File: src/rtl/fcm_pkg.sv
`default_nettype none
// ============================================================================
//  Module      : fcm_pkg
//  Description : Shared state encoding and default configuration for the
//                fabric clock frequency monitor.
//  Revision    : 1.0 - initial release
// ============================================================================
package fcm_pkg;

    // Monitor state encoding
    typedef logic [1:0] fcm_state_t;

    localparam fcm_state_t IDLE    = 2'd0;
    localparam fcm_state_t ARM     = 2'd1;
    localparam fcm_state_t MEASURE = 2'd2;
    localparam fcm_state_t EVAL    = 2'd3;

    // Defaults: 100 MHz FAB_CLK measured over 32 periods of 32.768 kHz
    localparam int FCM_REF_PERIODS = 32;
    localparam int FCM_EXP_COUNT   = 97656;
    localparam int FCM_TOL         = 1000;
    localparam int FCM_LOCK_GOOD   = 4;
    localparam int FCM_CNT_W       = 20;

endpackage
`default_nettype wire

File: src/rtl/fcm_sync_edge.sv
`default_nettype none
// ============================================================================
//  Module      : fcm_sync_edge
//  Description : Two-flop synchronizer followed by a rising-edge detector.
//                Produces a one-cycle pulse in the clk domain for each rising
//                edge of the asynchronous input.
//  Ports       : clk      - destination clock
//                rst      - asynchronous active-high reset
//                async_in - asynchronous input
//                rise     - one-cycle pulse per rising edge
//  Revision    : 1.0 - initial release
// ============================================================================
module fcm_sync_edge (
    input  logic clk,
    input  logic rst,
    input  logic async_in,
    output logic rise
);

    logic r_meta;
    logic r_sync;
    logic r_prev;

    always_ff @(posedge clk or posedge rst) begin
        if (rst) begin
            r_meta <= 1'b0;
            r_sync <= 1'b0;
            r_prev <= 1'b0;
        end else begin
            r_meta <= async_in;
            r_sync <= r_meta;
            r_prev <= r_sync;
        end
    end

    assign rise = r_sync & ~r_prev;

endmodule
`default_nettype wire

File: src/rtl/fab_clk_freq_monitor.sv
`default_nettype none
// ============================================================================
//  Module      : fab_clk_freq_monitor
//  Description : Counts FAB_CLK cycles across REF_PERIODS reference periods,
//                compares the count against EXP_COUNT +/- TOL and raises LOCK
//                after LOCK_GOOD consecutive good windows.
//  Ports       : FAB_CLK    - sole clock
//                RESET      - asynchronous active-high reset
//                REF_CLK_IN - reference clock, asynchronous to FAB_CLK
//                ENABLE     - monitor run enable
//                LOCK       - frequency in tolerance for LOCK_GOOD windows
//                MEAS_VALID - one-cycle pulse when a window is published
//                MEAS_COUNT - cycle count of the last completed window
//                MEAS_GOOD  - last window within tolerance
//                REF_LOST   - no reference edge for 2^CNT_W-1 cycles (sticky
//                             until the next MEAS_VALID)
//  Options     : FCM_UNLOCK_HYST_EN - once locked, LOCK drops only after
//                UNLOCK_BAD consecutive bad windows.
//  Revision    : 1.0 - initial release
// ============================================================================
module fab_clk_freq_monitor
    import fcm_pkg::*;
#(
    parameter int REF_PERIODS = FCM_REF_PERIODS,
    parameter int EXP_COUNT   = FCM_EXP_COUNT,
    parameter int TOL         = FCM_TOL,
    parameter int LOCK_GOOD   = FCM_LOCK_GOOD,
    parameter int CNT_W       = FCM_CNT_W
`ifdef FCM_UNLOCK_HYST_EN
    ,
    parameter int UNLOCK_BAD  = 2
`endif
) (
    input  logic             FAB_CLK,
    input  logic             RESET,
    input  logic             REF_CLK_IN,
    input  logic             ENABLE,
    output logic             LOCK,
    output logic             MEAS_VALID,
    output logic [CNT_W-1:0] MEAS_COUNT,
    output logic             MEAS_GOOD,
    output logic             REF_LOST
);

    // edge_cnt only has to hold 0..REF_PERIODS-1: the final edge ends the
    // window instead of being stored.
    localparam int EDGE_W = (REF_PERIODS > 1) ? $clog2(REF_PERIODS) : 1;
    localparam int GOOD_W = $clog2(LOCK_GOOD + 1);

    localparam logic [EDGE_W-1:0] c_edge_last = EDGE_W'(REF_PERIODS - 1);
    localparam logic [EDGE_W-1:0] c_edge_one  = EDGE_W'(1);
    localparam logic [GOOD_W-1:0] c_good_max  = GOOD_W'(LOCK_GOOD);
    localparam logic [GOOD_W-1:0] c_good_one  = GOOD_W'(1);
    localparam logic [CNT_W-1:0]  c_cnt_max   = '1;
    localparam logic [CNT_W-1:0]  c_cnt_one   = CNT_W'(1);
    localparam logic [CNT_W-1:0]  c_exp       = CNT_W'(EXP_COUNT);
    localparam logic [CNT_W-1:0]  c_tol       = CNT_W'(TOL);

`ifdef FCM_UNLOCK_HYST_EN
    localparam int BAD_W = $clog2(UNLOCK_BAD + 1);
    localparam logic [BAD_W-1:0] c_bad_max = BAD_W'(UNLOCK_BAD);
    localparam logic [BAD_W-1:0] c_bad_one = BAD_W'(1);
    logic [BAD_W-1:0] r_bad_cnt;
    logic [BAD_W-1:0] w_bad_next;
`endif

    fcm_state_t        r_state;
    logic [CNT_W-1:0]  r_cyc_cnt;
    logic [EDGE_W-1:0] r_edge_cnt;
    logic [GOOD_W-1:0] r_good_cnt;
    logic [CNT_W-1:0]  r_result;
    logic              r_lock;
    logic              r_meas_valid;
    logic [CNT_W-1:0]  r_meas_count;
    logic              r_meas_good;
    logic              r_ref_lost;

    logic              w_ref_rise;
    logic [CNT_W-1:0]  w_diff;
    logic              w_good;
    logic [GOOD_W-1:0] w_good_next;

    fcm_sync_edge u_sync_edge (
        .clk      (FAB_CLK),
        .rst      (RESET),
        .async_in (REF_CLK_IN),
        .rise     (w_ref_rise)
    );

    // Unsigned absolute deviation of the latched result from the target
    always_comb begin
        w_diff      = (r_result >= c_exp) ? (r_result - c_exp) : (c_exp - r_result);
        w_good      = (w_diff <= c_tol);
        w_good_next = (r_good_cnt == c_good_max) ? c_good_max : (r_good_cnt + c_good_one);
`ifdef FCM_UNLOCK_HYST_EN
        w_bad_next  = r_bad_cnt + c_bad_one;
`endif
    end

    always_ff @(posedge FAB_CLK or posedge RESET) begin
        if (RESET) begin
            r_state      <= IDLE;
            r_cyc_cnt    <= '0;
            r_edge_cnt   <= '0;
            r_good_cnt   <= '0;
            r_result     <= '0;
            r_lock       <= 1'b0;
            r_meas_valid <= 1'b0;
            r_meas_count <= '0;
            r_meas_good  <= 1'b0;
            r_ref_lost   <= 1'b0;
`ifdef FCM_UNLOCK_HYST_EN
            r_bad_cnt    <= '0;
`endif
        end else begin
            r_meas_valid <= 1'b0;
            if (!ENABLE) begin
                // Abort: measurement results are kept, lock history is not
                r_state    <= IDLE;
                r_cyc_cnt  <= '0;
                r_edge_cnt <= '0;
                r_good_cnt <= '0;
                r_lock     <= 1'b0;
                r_ref_lost <= 1'b0;
`ifdef FCM_UNLOCK_HYST_EN
                r_bad_cnt  <= '0;
`endif
            end else begin
                case (r_state)
                    IDLE: begin
                        r_cyc_cnt  <= '0;
                        r_edge_cnt <= '0;
                        r_state    <= ARM;
                    end
                    ARM, MEASURE: begin
                        if (r_state == ARM && w_ref_rise) begin
                            // Start edge: counting restarts from 0 next cycle
                            r_cyc_cnt  <= '0;
                            r_edge_cnt <= '0;
                            r_state    <= MEASURE;
                        end else if (r_cyc_cnt == c_cnt_max) begin
                            // Reference absent for a full counter span
                            r_ref_lost <= 1'b1;
                            r_lock     <= 1'b0;
                            r_good_cnt <= '0;
                            r_cyc_cnt  <= '0;
                            r_edge_cnt <= '0;
                            r_state    <= ARM;
`ifdef FCM_UNLOCK_HYST_EN
                            r_bad_cnt  <= '0;
`endif
                        end else if (r_state == MEASURE && w_ref_rise &&
                                     r_edge_cnt == c_edge_last) begin
                            // cyc_cnt lags the edge distance by one cycle
                            r_result <= r_cyc_cnt + c_cnt_one;
                            r_state  <= EVAL;
                        end else begin
                            r_cyc_cnt <= r_cyc_cnt + c_cnt_one;
                            if (r_state == MEASURE && w_ref_rise) begin
                                r_edge_cnt <= r_edge_cnt + c_edge_one;
                            end
                        end
                    end
                    EVAL: begin
                        r_meas_count <= r_result;
                        r_meas_valid <= 1'b1;
                        r_meas_good  <= w_good;
                        r_ref_lost   <= 1'b0;
                        r_cyc_cnt    <= '0;
                        r_edge_cnt   <= '0;
                        r_state      <= ARM;
`ifdef FCM_UNLOCK_HYST_EN
                        if (w_good) begin
                            r_good_cnt <= w_good_next;
                            r_lock     <= (w_good_next == c_good_max);
                            r_bad_cnt  <= '0;
                        end else if (r_lock && (w_bad_next != c_bad_max)) begin
                            // Tolerated bad window: keep lock and good history
                            r_bad_cnt <= w_bad_next;
                        end else begin
                            r_good_cnt <= '0;
                            r_lock     <= 1'b0;
                            r_bad_cnt  <= '0;
                        end
`else
                        if (w_good) begin
                            r_good_cnt <= w_good_next;
                            r_lock     <= (w_good_next == c_good_max);
                        end else begin
                            r_good_cnt <= '0;
                            r_lock     <= 1'b0;
                        end
`endif
                    end
                    default: r_state <= IDLE;
                endcase
            end
        end
    end

    assign LOCK       = r_lock;
    assign MEAS_VALID = r_meas_valid;
    assign MEAS_COUNT = r_meas_count;
    assign MEAS_GOOD  = r_meas_good;
    assign REF_LOST   = r_ref_lost;

endmodule
`default_nettype wire
File: config.mk
export PLATFORM = sky130hd
export DESIGN_NAME = fab_clk_freq_monitor
export DESIGN_NICKNAME = d
export VERILOG_FILES = /design/src/rtl/fcm_pkg.sv /design/src/rtl/fcm_sync_edge.sv /design/src/rtl/fab_clk_freq_monitor.sv
export SDC_FILE = /design/constraint.sdc
export NUM_CORES = 1
export LEC_CHECK = 0
export BUFFER_PORTS_ARGS = -buffer_cell sky130_fd_sc_hd__buf_2
export CAP_MARGIN = 5
export CORE_ASPECT_RATIO = 1.25
export CORE_MARGIN = 2
export CORE_UTILIZATION = 50
export CTS_CLUSTER_SIZE = 28
export DETAILED_ROUTE_END_ITERATION = 7
export PLACE_DENSITY = 0.77
export SYNTH_ARGS = -nofsm -noshare
export SYNTH_HDL_FRONTEND = slang
export SYNTH_SLANG_ARGS = --single-unit
File: constraint.sdc
create_clock -name FAB_CLK -period 2.5 [get_ports FAB_CLK]
set_clock_uncertainty 0.1 [all_clocks]
set_input_delay 0.125 -clock FAB_CLK [delete_from_list [all_inputs] [get_ports FAB_CLK]]
set_output_delay 0.125 -clock FAB_CLK [all_outputs]
set_load 0.005 [all_outputs]
# --- After elaboration in Yosys (flattened, before gate mapping) ---
# Index checks and enable logic that the tools add are counted.
totals:
  input_bits: 4
  out_inout_bits: 24
  register_bits: 77
  wordCells: 81
op_classes:
  n_reduce_logical: 10
  n_eq_ne: 13
  magnitude_cmp: 2
  bitwise_logic: 4
  n_mux: 34
  add_sub_neg: 5
op_table:
  columns: ["operator", "n"]
  rows:
  - ["$mux W20", 5]
  - ["$pmux W20 S2", 1]
  - ["$mux W5", 5]
  - ["$add A20 B1 Y20 const B", 1]
  - ["$eq A20 B20 Y1 const B", 1]
  - ["$ge A20 B17 Y1 const B", 1]
  - ["$le A20 B10 Y1 const B", 1]
  - ["$sub A17 B20 Y20 const A", 1]
  - ["$sub A20 B17 Y20 const B", 1]
  - ["$mux W3", 5]
  - ["$ne A5 B5 Y1 const B", 3]
  - ["$pmux W5 S2", 1]
  - ["$mux W1", 9]
  - ["$mux W2", 4]
  - ["$eq A3 B3 Y1 const B", 2]
  - ["$ne A3 B3 Y1 const B", 2]
  - ["$pmux W3 S2", 1]
  - ["$add A5 B1 Y5 const B", 1]
  - ["$eq A5 B5 Y1 const B", 1]
  - ["$reduce_and A5 Y1", 1]
  - ["$eq A2 B2 Y1 const B", 2]
  - ["$pmux W1 S2", 2]
  - ["$pmux W2 S2", 1]
  - ["$reduce_and A2 Y1", 2]
  - ["other kinds (9)", 14]

# --- Logic depth before layout (Yosys ltp) ---
# Gate-level depths: netlist (run 1).
depth:
  word_depth: 9
  ltp_mapped: 11
  mapped_depth_nobuf: 9

# --- Modules after synthesis ---
# Synthesis (run 1) repeated with hierarchy kept, for this count alone.
unflattened:
  hier_cells: 439
  area_unflattened_um2: 4230.3
modules_own_cells:
  columns: ["module", "cells_per_inst", "instances", "area_each_um2"]
  rows:
  - ["fab_clk_freq_monitor", 434, 1, 4137.7]
  - ["fcm_sync_edge", 5, 1, 92.6]

# --- Worst setup path before layout (run 1) ---
# No wires, ideal clock.
synth_path:
  kind: "reg-to-reg"
  start: "register r_result[12]"
  end: "register r_good_cnt[1]"
  setup_time_ps: 78
  arrival_time_ps: 2250
  required_time_ps: 2322
  stages_incl_launch_ff: 11
  setup_slack_ps: 72
  period_less_slack_ps: 2428
  cell_sequence: "dfrtp_1 > buf_6 > and3_4 > and2_4 > buf_6 > a31o_4 > nor4_2 > o2111ai_1 > a2111oi_4 > nand3_1 > o21ai_1"
synth_via:
  elab_chain_cells: 6
  word_cells_on_any_way: 8
  cone_classes: "2 x add/sub; 2 x order compare; 4 x mux"
synth_lines:
  columns: ["item", "line_no", "rtl"]
  rows:
  - ["start: declaration", "fab_clk_freq_monitor.sv:71", "logic [CNT_W-1:0] r_result;"]
  - ["start signal: assignment", "fab_clk_freq_monitor.sv:155", "r_result <= r_cyc_cnt + c_cnt_one;"]
  - ["$sub A17 B20 Y20, or another cell as far along", "fab_clk_freq_monitor.sv:92", "w_diff = (r_result >= c_exp) ? (r_result - c_exp) : (c_exp - r_result);"]
  - ["$mux W20 *", "fab_clk_freq_monitor.sv:92", null]
  - ["$le A20 B10 Y1 *", "fab_clk_freq_monitor.sv:93", "w_good = (w_diff <= c_tol);"]
  - ["$mux W3 *", "fab_clk_freq_monitor.sv:186", "if (w_good) begin"]
  - ["$pmux W3 S2 *", "fab_clk_freq_monitor.sv:129", "case (r_state)"]
  - ["$mux W3 *", "fab_clk_freq_monitor.sv:117", "if (!ENABLE) begin"]
  - ["end signal: assignment", "fab_clk_freq_monitor.sv:187", "r_good_cnt <= w_good_next;"]
  - ["end: declaration", "fab_clk_freq_monitor.sv:70", "logic [GOOD_W-1:0] r_good_cnt;"]
# Mark *: on every way between the ends. The rest lies on a longest branch, timed or not.
# A chain may end at the register's enable or synchronous reset.

# --- Final worst setup path (run 1) ---
layout_path:
  start: "register r_result[7]"
  end: "register r_good_cnt[1]"
# The elaborated chain is that of the path after synthesis.

==> impl_metrics.env, run 1 <==
export IMPL_grt_antenna_before_repair=0
export IMPL_crit_required_ns=2.69
export IMPL_worst_path_max_fanout=6
export IMPL_drtIter0Drc=228
export IMPL_synth_edf_count=0
export IMPL_drt_vias_per_instance=5.668
export IMPL_dp_cells=578
export IMPL_grt_pass1_vias=3433
export IMPL_reg2reg_depth=9
export IMPL_drcViolationCount=0
export IMPL_setup_viol=4
export IMPL_syn_to_final_growth_pct=20.36
export IMPL_netlist_area_sq_um=4272
export IMPL_fillerInstances=646
export IMPL_insertion_delay_ns=0.35
export IMPL_path_cells="or3b_4 > o21ai_4 > nand3_2 > o31ai_2 > nand4_1 > a2111oi_4 > buf_4 > nand3_2 > o21ai_2"
export IMPL_grt_pass1_wl_um=15400
export IMPL_die_w_um=86.67
export IMPL_nNetsFinal=519
export IMPL_wirelength_um=9059
export IMPL_synth_seq_cells=77
export IMPL_synthAdderAreaFrac_pct=2.929
export IMPL_core_area_sq_um=8287
export IMPL_end_kind="flop"
export IMPL_cp_common_cell="nand3_2"
export IMPL_synth_mux_area_share_pct=5.214
export IMPL_r2r_slack_ns=-0.11
export IMPL_rsz0062_at_grt="yes"
export IMPL_htree_levels=3
export IMPL_ys_types=65
export IMPL_diodes=0
export IMPL_start_kind="flop"
export IMPL_start_util_pct=51.55
export IMPL_root_buffer="clkbuf_8"
export IMPL_crit_slowest_cell="dfrtp_1"
export IMPL_cp_arrival_ns=2.79
export IMPL_worst_pin_slew_ns=0.7429
export IMPL_ys_flop_type="dfrtp_1"
export IMPL_num_rows=37
export IMPL_fmax_mhz=383.9
export IMPL_slew_headroom_pct=50.35
export IMPL_final_min_clock_period_ns=2.605
export IMPL_final_cell_mix="dfrtp_1, nor2_1, buf_4, nand2_1, xor2_1"
export IMPL_violations="negative setup slack"
export IMPL_cap_violations=0
export IMPL_synth_xor_area_share_pct=9.227
export IMPL_cts_made_buffers=9
export IMPL_synth_avg_cell_area_sq_um=9.664
export IMPL_clock_sinks=77
export IMPL_tritoncts="done"
export IMPL_num_vias=3435
export IMPL_hold_class="in -> async"
export IMPL_path_class="reg -> reg"
export IMPL_dpl_hpwl_um=6215
export IMPL_pre_cts_ws_ns=-0.1534
export IMPL_synth_nets=456
export IMPL_r2r_start="r_result[7]"
export IMPL_syn_instance_count=442
export IMPL_ant_nets=0
export IMPL_power_leakage_nw=2.406
export IMPL_ys_warn_count=0
export IMPL_final_seq_area_sq_um=1928
export IMPL_clockBufferDepth=2
export IMPL_die_area_sq_um=9303
export IMPL_track_usage_pct=20.64
export IMPL_final_layout_size_suffix_gt1_share_pct=28.29
export IMPL_place_port_buffers=27
export IMPL_total_power_mw=2.692
export IMPL_r2r_end="r_good_cnt[1]"
export IMPL_grt_max_degree=32
export IMPL_synth_top_family_by_area="simple AND/OR/NAND/NOR gates"
export IMPL_setup_ws_ns=-0.1051
export IMPL_ioPinCount=28
export IMPL_synth_compound_area_share_pct=13.91
export IMPL_finalCritPeriodShare_pct=104.2
export IMPL_synth_simple_gate_area_share_pct=19.51
export IMPL_grt_ovfl_total=0
export IMPL_hold_violations=0
export IMPL_status="finished with violations"
export IMPL_gp_congestion=0.8815
export IMPL_cp_slowest_stage_delay_ns=0.44
export IMPL_powerDensity_nw_per_um2=523.6
export IMPL_multiInputGateArea_sq_um=2340
export IMPL_routedWlPerCell_um=14.95
export IMPL_final_cells=606
export IMPL_dr_pass1_iters=4
export IMPL_mostFrequentLayoutCell="dfrtp_1"
export IMPL_finalMaxSlewViolations=0
export IMPL_die_h_um=107.3
export IMPL_seq_area_frac_synth_pct=45.11
export IMPL_synthArstFlopShare_pct=100.0
export IMPL_peakVddDrop_mv=0.3064
export IMPL_clkTransAtPathRegs_ns=0.08
==> where the power goes <==
group | internal (mW) | leakage (nW) | switching (mW)
sequential | 1.31 | 1.04 | 0.0429
combinational | 0.156 | 1.27 | 0.267
clock | 0.455 | 0.0950 | 0.464
==> flip-flops by register name, indices dropped and copies added, names as in the netlist, 2 cells and up <==
| register | flops |
|---|---|
| MEAS_COUNT | 20 |
| r_cyc_cnt | 20 |
| r_edge_cnt | 5 |
| r_good_cnt | 3 |
| r_result | 20 |
| r_state | 2 |
==> how the worst max path moves through the flow <==
stage | startpoint | to | slack (ns) | cells after the start
floorplan | r_result[12] | r_good_cnt[1] | 0.07 | 10
global placement | r_result[7] | r_good_cnt[2] | -0.007 | 8
detailed placement | r_result[4] | r_good_cnt[1] | -0.15 | 9
CTS | r_result[3] | r_good_cnt[2] | -0.02 | 11
global route | r_result[7] | r_good_cnt[2] | -0.25 | 9
finish | r_result[7] | r_good_cnt[1] | -0.11 | 9
==> layer usage <==
layer  wire, um  part of all wire, %  global-route usage [%]
met3        320                  3.5                   4.831
met4        244                  2.7                   10.38
met2       4625                   51                   34.07
met1       3869                   43                   24.99
met5          0                    0                       0
==> worst max-delay path: cells and delay by family, from the launching register on <==
| family | cells | cell delay, ns |
|---|---|---|
| compound gates | 4 | 0.96 |
| buf+inv | 1 | 0.20 |
| flops | 1 | 0.44 |
| simple gates | 4 | 0.82 |
==> metrics by stage <==
| stage | utilization [%] | hold WS (ns) | setup TNS, ns | area, sq um |
|---|---|---|---|---|
| after CTS | 60.29 | 0.1679 | -0.05150 | 4996 |
| final | 62.04 | 0.1731 | -0.2690 | 5141 |
| after floorplan | - | 0.05643 | 0 | 4272 |
| after detailed placement | 56.45 | 0.005712 | -0.3723 | 4678 |
| after global routing | 62.04 | 0.1854 | -0.9977 | 5141 |
| after global placement | 56.45 | 0.003197 | -0.006831 | 4678 |
==> cells by family after synthesis <==
| group | after synthesis |
|---|---|
| AOI/OAI and AO/OA | 84 |
| muxes | 20 |
| DFF | 77 |
| buffers and inverters | 37 |
| adders and majority gates | 10 |
| and+or+nand+nor | 169 |
| xor gates and xnor gates | 45 |
==> synth_stat cells, types with 2 or more instances <==
cell type  count  area, sq um
o2111ai_1      2        17.52
o31ai_1        3        22.52
xnor2_1       15        131.4
and4_1         3        26.28
ha_1          10        125.1
o21ai_0       14        70.07
a21o_1         2        15.01
nor2b_1        3        18.77
mux2_2        18        202.7
o31a_1         2        17.52
a211oi_1       2        15.01
nand2_1       42        157.7
nand3_1       18        90.09
o211a_1        3        30.03
and3_1         8        50.05
inv_1         12        45.04
nor2_1        54        202.7
buf_2          4        20.02
nand2b_1       4        25.02
nor3b_1        2        15.01
clkbuf_1      15        56.30
buf_6          4        45.04
and2_1         4        25.02
xor2_1        30        262.8
nand3b_1       3        22.52
o21a_1         2        15.01
a31oi_1        8        50.05
nand4_1        7        43.79
dfrtp_1       77         1927
a21oi_1       26        130.1
nor3_1        10        50.05
mux2i_1        2        20.02
==> cell type report <==
class / instances / area share, %
Multi-Input combinational cell: 329 / 45.51
Sequential cell: 77 / 37.50
Timing Repair Buffer: 76 / 10.08
Clock buffer: 9 / 2.409
Tap cell: 97 / 2.361
Clock inverter: 6 / 1.266
Inverter: 12 / 0.8761
==> timing repair <==
action | CTS | global route
resized for setup | 11 | 23
hold buffers | 3 | 0
cloned | 1 | 0
endpoints found under the hold margin | 17 | 0
buffers inserted | 5 | 5
endpoints found under the setup margin | 4 | 24
pin swaps | 10 | 19
Power figures use the tool's default switching activity.
==> run 2: changes to the inputs <==
--- a/config.mk
+++ b/config.mk
@@ -9,5 +9,4 @@
 export CAP_MARGIN = 5
 export CORE_ASPECT_RATIO = 1.25
-export CORE_MARGIN = 2
 export CORE_UTILIZATION = 50
 export CTS_CLUSTER_SIZE = 28
==> constraint.sdc (replaced) <==
create_clock -name FAB_CLK -period 2.5 [get_ports FAB_CLK]
set_clock_uncertainty 0.1 [all_clocks]
set_input_delay 0.5 -clock FAB_CLK [delete_from_list [all_inputs] [get_ports FAB_CLK]]
set_output_delay 0.5 -clock FAB_CLK [all_outputs]
set_load 0.005 [all_outputs]
==> impl_metrics.env, run 2 (synthesis gave the netlist of run 1 again) <==
export IMPL_status="finished with violations"
export IMPL_violations="negative setup slack"
export IMPL_drt_vias_per_instance=5.645
export IMPL_core_area_sq_um=8240
export IMPL_seq_power_share_pct=49.5
export IMPL_grt_max_degree=78
export IMPL_die_h_um=105.3
export IMPL_fmax_mhz=388.4
export IMPL_syn_to_final_growth_pct=19.39
export IMPL_track_usage_pct=21.65
export IMPL_peakVddDrop_mv=0.4396
export IMPL_dp_cells=577
export IMPL_final_layout_size_suffix_gt1_share_pct=27.31
export IMPL_end_kind="flop"
export IMPL_setup_ws_ns=-0.07496
export IMPL_grt_ovfl_total=0
export IMPL_dpl_hpwl_um=6127
export IMPL_worst_path_max_fanout=7
export IMPL_grt_pass1_vias=3305
export IMPL_insertion_delay_ns=0.36
export IMPL_rsz0062_at_grt="yes"
export IMPL_diodes=0
export IMPL_clockPowerShare_pct=35.5
export IMPL_tritoncts="done"
export IMPL_hold_violations=0
export IMPL_finalMaxSlewViolations=0
export IMPL_final_cell_mix="dfrtp_1, nor2_1, buf_4, nand2_1, xor2_1"
export IMPL_die_area_sq_um=8919
export IMPL_p_int_mw=1.974
export IMPL_clockBufferDepth=2
export IMPL_grt_antenna_before_repair=0
export IMPL_mostFrequentLayoutCell="dfrtp_1"
export IMPL_crit_required_ns=2.69
export IMPL_dr_pass1_iters=7
export IMPL_fin_area_sq_um=5100
export IMPL_clock_sinks=77
export IMPL_place_port_buffers=27
export IMPL_htree_levels=3
export IMPL_drtIter0Drc=155
export IMPL_clkTransAtPathRegs_ns=0.08
export IMPL_reg2reg_depth=9
export IMPL_final_cells=606
export IMPL_gp_congestion=0.8920
export IMPL_tns_ns=-0.1757
export IMPL_num_rows=37
export IMPL_cap_violations=0
export IMPL_root_buffer="clkbuf_8"
export IMPL_num_vias=3421
export IMPL_cts_made_buffers=9
export IMPL_power_leakage_nw=2.387
export IMPL_combPwrFrac_pct=15.0
export IMPL_wirelength_um=9018
export IMPL_finalCritPeriodShare_pct=103.0
export IMPL_path_class="reg -> reg"
export IMPL_slew_headroom_pct=49.16
export IMPL_final_min_clock_period_ns=2.575
export IMPL_start_kind="flop"
export IMPL_die_w_um=84.67
export IMPL_switching_share_pct=27.70
export IMPL_hold_class="in -> reg"
export IMPL_hold_depth=1
export IMPL_nNetsFinal=518
export IMPL_cp_arrival_ns=2.76
export IMPL_worst_pin_slew_ns=0.7607
export IMPL_setup_viol=3
export IMPL_grt_pass1_wl_um=15090
export IMPL_ioPinCount=28
export IMPL_start_util_pct=51.84
export IMPL_ant_nets=0
export IMPL_powerDensity_nw_per_um2=535.3
export IMPL_drcViolationCount=0
export IMPL_place_area_sq_um=4687
export IMPL_routedWlPerCell_um=14.88
export IMPL_switchingPower_mw=0.7562
export IMPL_pre_cts_ws_ns=-0.1332
run 2: cell types whose count changed in the layout (fill, tap and decap cells not counted), moves of 2 or more:
| cell | before | now |
|---|---|---|
| nand3_1 | 14 | 16 |
| buf_6 | 2 | 5 |
| clkbuf_8 | 9 | 11 |
| dlygate4sd3_1 | 3 | 0 |
| nor2_2 | 0 | 2 |
| clkbuf_1 | 0 | 2 |
run 2: final timing paths:
path | start | end | slack [ns]
worst max-delay path | r_result[9] | r_good_cnt[1] | -0.07
worst min-delay path | REF_CLK_IN | u_sync_edge.r_meta | 0.14
worst max register to register | r_result[9] | r_good_cnt[1] | -0.07
worst min register to register | u_sync_edge.r_meta | u_sync_edge.r_sync | 0.25
max in group asynchronous | RESET | MEAS_VALID | 1.84
min in group asynchronous | RESET | r_result[0] | 0.15
run 2: through the flow:
step | hold slack (ns) | power [mW] | utilization, %
6_report | 0.1401 | 2.730 | 61.89
5_1_grt | 0.1164 | 2.883 | 61.89
4_1_cts | 0.1233 | 2.758 | 60.66
3_5_place_dp | 0.2347 | 1.781 | 56.88
3_3_place_gp | 0.2332 | 1.767 | 56.88
2_1_floorplan | 0.2312 | 1.642 | -
run 2: routing by layer:
metal	global-route usage [%]	vias up	wire length, um
li1	-	1664	-
met1	25.79	1648	3802
met2	36.12	82	4625
met3	4.933	27	315
met4	11.86	0	274
met5	0	-	0
run 2: layout make-up:
type	count	area, sq um
clock buffer	13	158.9
clock inverter	3	43.79
fill	661	3141
inverter	12	48.80
multi-input combinational	328	2265
sequential	77	1928
tap	97	121.4
timing repair buffer	76	534.3
run 2: power groups by stage:
| stage | Sequential (mW) | Combinational [mW] | Clock, mW |
|---|---|---|---|
| 2_1_floorplan | 1.37 | 0.269 | 0 |
| 3_3_place_gp | 1.37 | 0.395 | 0 |
| 3_5_place_dp | 1.38 | 0.406 | 0 |
| 4_1_cts | 1.35 | 0.410 | 0.998 |
| 5_1_grt | 1.36 | 0.467 | 1.06 |
| 6_report | 1.35 | 0.410 | 0.970 |
run 2: worst max-delay path: stages (launching register included):
cell and delay, ns:
dfrtp_1 0.40, or3b_4 0.43, o21ai_4 0.27, nand4_1 0.20, xor2_1 0.21, nand4_1 0.17
a2111oi_4 0.32, buf_4 0.20, nand3_2 0.08, o21ai_2 0.11
run 2: timing repair:
| action | CTS | global route |
|---|---|---|
| gates resized for setup | 9 | 16 |
| pin swaps | 9 | 13 |
| endpoints found under the setup margin | 4 | 6 |
| cloned | 0 | 0 |
| hold buffers | 0 | 0 |
| setup buffers | 9 | 6 |
